<file path="src/rtl/lsu_store_buffer.sv">
// lsu_store_buffer
//   Store buffer and data-RAM port arbiter between LSU execute and a
//   single-port data RAM. Stores are queued in a circular FIFO and drained
//   on load-free cycles. Loads have priority on the RAM port and return
//   data one cycle after the request.
//
//   Optional feature macro: SB_FWD_EN
//     defined   : buffered store data is forwarded to younger loads.
//     undefined : no forwarding path. A load that hits a buffered word
//                 stalls until that word has drained to the RAM.
module lsu_store_buffer #(
    parameter int DEPTH = 4
) (
    input  logic        clk,
    input  logic        rst,
    input  logic        wr_en,
    input  logic [31:0] wr_addr,
    input  logic [31:0] wr_data,
    input  logic        rd_en,
    input  logic [31:0] rd_addr,
    output logic [31:0] rd_data,
    output logic        sb_stall,
    output logic        sb_empty,
    output logic [31:0] ram_addr,
    output logic [31:0] ram_wdata,
    output logic        ram_we,
    output logic        ram_re,
    input  logic [31:0] ram_rdata
);

    localparam int PW = $clog2(DEPTH);
    localparam int CW = PW + 1;
    localparam logic [CW-1:0] FULL_COUNT = CW'(DEPTH);

    // FIFO state
    logic [PW-1:0] head;
    logic [PW-1:0] tail;
    logic [CW-1:0] count;
    logic [31:0]   addr_mem [DEPTH];
    logic [31:0]   data_mem [DEPTH];

    // Load return pipeline
    logic          hit_q;
    logic          ld_q;
    logic [31:0]   fwd_q;

    // Combinational control
    logic          full;
    logic          empty;
    logic          hit;
    logic [31:0]   hit_data;
    logic [PW-1:0] idx;
    logic          fwd_stall;
    logic          load_req;
    logic          drain;
    logic          push;

    assign full  = (count == FULL_COUNT);
    assign empty = (count == '0);

    // Search valid entries oldest to youngest so the youngest word match wins
    always_comb begin
        // NOTE: every always_comb output gets a default first so no path
        // leaves it unassigned, which would otherwise infer a latch.
        hit      = 1'b0;
        hit_data = '0;
        idx      = head;
        for (int k = 0; k < DEPTH; k++) begin
            idx = head + PW'(k);
            if ((CW'(k) < count) && (addr_mem[idx][31:2] == rd_addr[31:2])) begin
                hit      = 1'b1;
                hit_data = data_mem[idx];
            end
        end
    end

`ifdef SB_FWD_EN
    // Hits are served from the buffer, so a load never waits on a drain.
    assign fwd_stall = 1'b0;
    assign load_req  = rd_en;
`else
    // Without forwarding a hitting load is held back and the drain runs,
    // so the matching stores reach the RAM before the load reads it.
    assign fwd_stall = rd_en && hit;
    assign load_req  = rd_en && !hit;
`endif

    // Loads own the RAM port; otherwise the head store drains
    assign drain = !load_req && !empty;

    // A stalled request is held by the LSU and re-presented, so a store
    // that arrives alongside a stalled load must not be taken twice.
    assign push  = wr_en && !full && !fwd_stall;

    // RAM port mux: load address, head entry, or idle zeros
    always_comb begin
        ram_addr  = '0;
        ram_wdata = '0;
        if (load_req) begin
            ram_addr = rd_addr;
        end else if (drain) begin
            ram_addr  = addr_mem[head];
            ram_wdata = data_mem[head];
        end
    end

    // The read strobe is masked while reset is held; the write strobe is
    // already low then because the count is cleared.
    assign ram_re   = rst && load_req;
    assign ram_we   = drain;

    assign sb_stall = (wr_en && full) || fwd_stall;
    assign sb_empty = empty;

    // Entry storage: written at the tail on every accepted store
    always_ff @(posedge clk) begin
        // NOTE: the entry arrays have no reset; the count alone decides
        // which entries are valid, so stale contents are never observed.
        if (push) begin
            addr_mem[tail] <= wr_addr;
            data_mem[tail] <= wr_data;
        end
    end

    // Head, tail and count bookkeeping
    always_ff @(posedge clk or negedge rst) begin
        // NOTE: sequential state uses non-blocking assignments so every
        // flop samples pre-edge values regardless of block ordering.
        if (!rst) begin
            head  <= '0;
            tail  <= '0;
            count <= '0;
        end else begin
            if (push) begin
                tail <= tail + 1'b1;
            end
            if (drain) begin
                head <= head + 1'b1;
            end
            count <= count + CW'(push) - CW'(drain);
        end
    end

    // Register the lookup result for the writeback-stage return
    always_ff @(posedge clk or negedge rst) begin
        if (!rst) begin
            hit_q <= 1'b0;
            ld_q  <= 1'b0;
            fwd_q <= '0;
        end else begin
            ld_q  <= load_req;
`ifdef SB_FWD_EN
            hit_q <= rd_en && hit;
`else
            hit_q <= 1'b0;
`endif
            fwd_q <= (rd_en && hit) ? hit_data : '0;
        end
    end

    assign rd_data = ld_q ? (hit_q ? fwd_q : ram_rdata) : '0;

endmodule

</file>
<file path="config.mk">
export PLATFORM = sky130hd
export DESIGN_NAME = lsu_store_buffer
export DESIGN_NICKNAME = d
export VERILOG_FILES = /design/src/rtl/lsu_store_buffer.sv
export SDC_FILE = /design/constraint.sdc
export NUM_CORES = 1
export LEC_CHECK = 0
export CORE_MARGIN = 1
export CORE_UTILIZATION = 49
export DETAILED_ROUTE_END_ITERATION = 12
export HOLD_SLACK_MARGIN = 0.06
export PLACE_DENSITY_LB_ADDON = 0.05
export REMOVE_ABC_BUFFERS = 1
export SYNTH_ARGS = -nofsm -noshare
export SYNTH_HDL_FRONTEND = slang
export SYNTH_SLANG_ARGS = --single-unit
</file>
<file path="constraint.sdc">
create_clock -name clk -period 7.1 [get_ports clk]
set_clock_uncertainty 0.2 [all_clocks]
set_input_delay 1.42 -clock clk [delete_from_list [all_inputs] [get_ports clk]]
set_output_delay 1.42 -clock clk [all_outputs]
set_load 0.05 [all_outputs]
</file>
### Yosys cells after proc, flatten, opt, wreduce, memory -nomap -nowiden

Memory sizes are Yosys's and may differ from the RTL's.
Index checks and enable logic that the tools add are counted.

| storage, ports and cells | value |
|---|---|
| memories | 2 |
| word-level logic and storage cells | 50 |
| bits of input ports | 132 |
| output and inout port bits | 100 |
| bits in registers | 8 |
| RAM bits | 256 |

| operators by class | value |
|---|---|
| multiplexer cells | 11 |
| $lt $le $gt $ge | 4 |
| reductions and logical operators | 18 |
| add/subtract/negate cells | 6 |
| equal/unequal tests | 5 |

Memory list:

| memory | depth | width | read ports | clocked after Yosys merged registers in | wr ports | RTL line | text |
|---|---|---|---|---|---|---|---|
| addr_mem | 4 | 32 | 4 | 0 | 1 | 39 | `logic [31:0] addr_mem [DEPTH];` |
| data_mem | 4 | 32 | 1 | 0 | 1 | 40 | `logic [31:0] data_mem [DEPTH];` |

Operators with widths:

| cell | number |
|---|---|
| $mux 32 | 5 |
| $eq 30x30->1 | 4 |
| $logic_and 1x1->1 | 11 |
| $lt 1x3->1 const A | 2 |
| $lt 2x3->1 const A | 2 |
| $mux 1 | 6 |
| $logic_not 1->1 | 5 |
| $add 2x1->2 const B | 2 |
| $add 2x2->2 const B | 2 |
| $add 3x1->3 | 1 |
| $eq 3x3->1 const B | 1 |
| $logic_not 3->1 | 1 |
| $sub 3x1->3 | 1 |
| $logic_or 1x1->1 | 1 |

### Longest topological paths before layout

An unclocked memory read counts as a cell.

| depth | value |
|---|---|
| word-level depth | 13 |
| depth in mapped cells | 19 |
| gate-level depth less buffers | 14 |

### Worst setup path after synthesis

OpenSTA, ideal clock, no wires.

| timing | value |
|---|---|
| path kind | input-to-reg |
| from | in rd_addr[5] |
| to | mem addr_mem[0][0], enable pin |
| stages | 7 |
| setup time | 578 ps |
| arrival | 7519 ps |
| path slack | -1197 ps |
| data required time | 6322 ps |
| buffers on the path | 1 |
| cells stage by stage | clkbuf_1 -> a2bb2oi_1 -> and4_1 -> o311ai_0 -> or3_4 -> a31oi_1 -> nor3b_1 |

| between the ends | value |
|---|---|
| longest elaborated chain between the ends | 11 |
| elaborated cells between the ends (all ways) | 17 |
| those cells by class | 4 x eq/ne; 6 x mux; 7 x reduce/logical |

RTL lines:

| element | RTL line | text |
|---|---|---|
| start: declaration | 20 | `input logic [31:0] rd_addr,` |
| $eq 30x30->1 | 70 | `if ((CW'(k) < count) && (addr_mem[idx][31:2] == rd_addr[31:2])) begin` |
| $logic_and 1x1->1 | 70 |  |
| $mux 1 (3 in a row) | 70 |  |
| $mux 1 (*) | 70 |  |
| $logic_and 1x1->1 (*) | n/a |  |
| $logic_not 1->1 (*) | 93 | `assign push = wr_en && !full && !fwd_stall;` |
| $logic_and 1x1->1 (*) | 93 |  |
| $mux 1 (*) | 119 | `if (push) begin` |
| $mux 1 (implied by the code) (*) | 120 | `addr_mem[tail] <= wr_addr;` |
| end: declaration | 39 |  |

Every way passes the cells marked *; elsewhere a longest branch is shown, timed or not.

### Worst setup path after layout

| timing | value |
|---|---|
| from | reg head[1] |
| to | out ram_re |

| between the ends | value |
|---|---|
| longest elaborated chain between the ends | 10 |
| elaborated cells between the ends (all ways) | 19 |
| those cells by class | 3 x add/sub; 4 x eq/ne; 4 x mux; 7 x reduce/logical; 1 x memory |

RTL lines:

| element | RTL line | text |
|---|---|---|
| start: declaration | 36 | `logic [PW-1:0] head;` |
| start signal: assignment | 138 | `head <= head + 1'b1;` |
| $add 2x1->2 or $mem_v2 4x32 (tied branches) | n/a |  |
| $mem_v2 4x32 (*) | n/a |  |
| $eq 30x30->1 or $logic_and 1x1->1 (tied branches) | 70 |  |
| $logic_and 1x1->1 or $mux 1 (tied branches) | 70 |  |
| $mux 1 (2 in a row) | 70 |  |
| $mux 1 (*) | 70 |  |
| $logic_not 1->1 (*) | 85 | `assign load_req = rd_en && !hit;` |
| $logic_and 1x1->1 (*) | 85 |  |
| $logic_and 1x1->1 (*) | 109 | `assign ram_re = rst && load_req;` |
| end: declaration | 27 | `output logic ram_re,` |

Marks and branches as above.

==> reports/summary.txt <==
Leak Pwr = 0.00683 µW
Clock Path Buffers = 3
max-slew violation count = 0
Die Width = 175 µm
fill count = 2158
R2R cell count = 17
Yosys warning total = 0
PortBufs = 231
Setup crit start = head[1]
Worst setup SP type = register
R2R Setup Slk = 1.74 ns
Worst Setup EP = ram_re
hold_buf cts = 0
die height = 175 µm
WP data arrival = 4.97 ns
DRC violations left = 0
Nets = 1395
All-Layer GR Usage = 0.259
CTS root buf = clkbuf_16
EDFF count, synth = 256
crit path cell chain = buf_12 -> mux4_2 -> xnor2_1 -> a221oi_1 -> o2111ai_1 -> or4_1 -> o22ai_1 -> nor3_1 -> and3_1 -> clkdlybuf4s50_1
fraction of the mapped netlist area in compound gates = 0.0404
first-pass GRT wire length = 58.8 mm
routed wire length = 39.5 mm
initial antenna violation count = 2
Worst setup EP type = primary output
unrepaired setup endpoints after global routing = no
Fin Hold WS = 0.347 ns
#FFs+latches synth = 264
antenna violation net count after detailed routing = 0
Clk pwr share = 0.184
FFs w/ async S/R, synth = 0.0303
most frequent cells in the layout = 256 x edfxtp_1, 165 x clkdlybuf4s50_1, 153 x mux2i_1
combinational group share of total power = 0.531
Critical Path Max Stage Delay = 0.93 ns
P_sw = 3190 µW
Die Area = 30500 µm²
Routed WL per cell = 23.8 µm
mux contribution to synthesized area = 0.232
# clock sinks = 264
crit path max fanout = 46
Post-Synth Simple-Gate Area = 0.0774
Int Power = 4820 µW
vias per inst = 5.75
# IOs = 232
Design Power = 8010 µW
slowest cell on the critical path = dfrtp_4
Area Overhead vs Synth = 28.2%
worst-skew pair later-pin latency = 0.56 ns
GRT overflow = 0
setup violators final = 0
pwr dens = 428 nW/µm²
register share of total power = 0.286
register area = 7900 µm²
hpwl dp = 28.2 mm
Period Utilization, post-route = 0.929
H-tree depth = 1
Req. time, crit path = 5.48 ns
initial core utilization = 0.503
outcome = finished clean
Post-Syn Instances = 1021
Avg Synthesized Cell Area = 14.3 µm²
area of the multi-input gates = 6200 µm²
CTS buffer count = 28
Pre-Repair DR Iteration Count = 6
fraction of layout cells with a size suffix above 1 = 0.195
Main synth FF type = edfxtp_1
Core ar. = 29000 µm²
register area share after synthesis = 0.540
synth unique cells = 60
DRT iter0 DRCs = 725
max-cap viol count = 0
via count = 9543
Worst R2R Start = head[1]
final hold vios = 0
switch share = 0.398
Synth Area in Adders = 0.00823
HP Class = reg -> reg
gpl congestion = 0.932
Worst R2R End = count[2]
CTS tree = yes
Max-slew headroom = 0.279
Synth Area in XOR/XNOR = 0.0648
Netlist Area Pre-Place = 14600 µm²
post-layout min period = 6.59 ns
commonest non-fill, non-tap cell in the layout = edfxtp_1
largest net degree at the start of global routing = 65
largest family of logic cells by synthesized area = multiplexers
Rows = 62
CTS clk-pin slew, worst paths = 0.07 ns
worst setup path class = reg -> out
fmax = 152 MHz
worst IR drop on VDD = 0.000249 V
post-CTS sizing = 0
worst slew pin tran = 1.08 ns
postcts setup bufs = 0
vias in the first global route = 9651
==> cells in the mapped netlist (17+ instances only) <==
cell	instances	area (µm²)
nand4_1	19	119
nor2_1	19	71.3
mux4_2	67	1510
nand2_1	50	188
and2_1	65	407
buf_4	17	128
inv_1	35	131
xnor2_1	102	893
clkbuf_1	26	97.6
mux2i_1	153	1530
mux2_2	27	304
edfxtp_1	256	7690
==> per-layer routing <==
layer / share of wire / GRT usage / routed length [µm] / vias up
met5: 0 / 0 / 0 / -
met4: 0.030 / 0.0790 / 1200 / 0
met3: 0.072 / 0.0444 / 2830 / 71
met2: 0.49 / 0.436 / 19200 / 391
met1: 0.41 / 0.343 / 16300 / 4689
li1: - / - / - / 4392
==> worst min-delay path by stage <==
stage	start	end	slack, ns	cells after the start
2_1_floorplan	count[0]	count[0]	0.30	1
3_3_place_gp	count[0]	count[0]	0.32	1
3_5_place_dp	count[0]	count[0]	0.33	1
4_1_cts	count[0]	count[0]	0.35	1
5_1_grt	count[0]	count[0]	0.37	1
6_report	count[0]	count[0]	0.35	1
==> cell type report <==
type                            instances  share of cell area
Multi-Input combinational cell        654               0.331
Clock inverter                         18              0.0115
Tap cell                              384              0.0257
Timing Repair Buffer                  267               0.163
Antenna cell                            1            0.000134
Clock buffer                           34              0.0386
Inverter                               39             0.00782
Sequential cell                       264               0.422
==> critical path: cells and delay by family (launching register included) <==
family          cells  cell delay [ns]
mux                 1             0.36
xor+xnor            1             0.25
simple gates        3             0.89
flops               1             0.93
compound gates      3             0.93
buf+inv             2             0.99
==> sequential cells by signal (all words and copies together), names as in the netlist <==
name      count
head          2
ld_q          1
addr_mem    128
data_mem    128
count         3
tail          2
==> logic make-up (layout without fill, tap and decap cells) <==
family	count (synthesis)	after routing
AND/OR/NAND/NOR	206	206
other	0	1
multiplexers	251	251
buffers and inverters	103	358
XOR/XNOR	108	108
AO/OA/AOI/OAI	80	80
adder cells (fa/ha/maj)	9	9
flip-flops	264	264
==> power groups by stage <==
| stage | Combinational, µW | Clock (µW) | Sequential, µW |
|---|---|---|---|
| after detailed placement | 4260 | 0 | 2320 |
| final | 4250 | 1470 | 2290 |
| after global routing | 4470 | 1560 | 2320 |
| after floorplan | 2840 | 0 | 2510 |
| after CTS | 4270 | 1500 | 2290 |
| after global placement | 4250 | 0 | 2300 |
==> per-stage QoR <==
step / instance area (µm²) / setup TNS [ns] / cells / utilization / setup slack (ns)
floorplan: 14200 / -1618.07 / 957 / - / -5.42
global placement: 17800 / 0 / 1608 / 0.613 / 0.559
detailed placement: 17800 / 0 / 1608 / 0.613 / 0.573
CTS: 18700 / 0 / 1660 / 0.645 / 0.553
global route: 18700 / 0 / 1660 / 0.645 / 0.352
finish: 18700 / 0 / 1661 / 0.645 / 0.506
(Power assumes the default switching activity.)
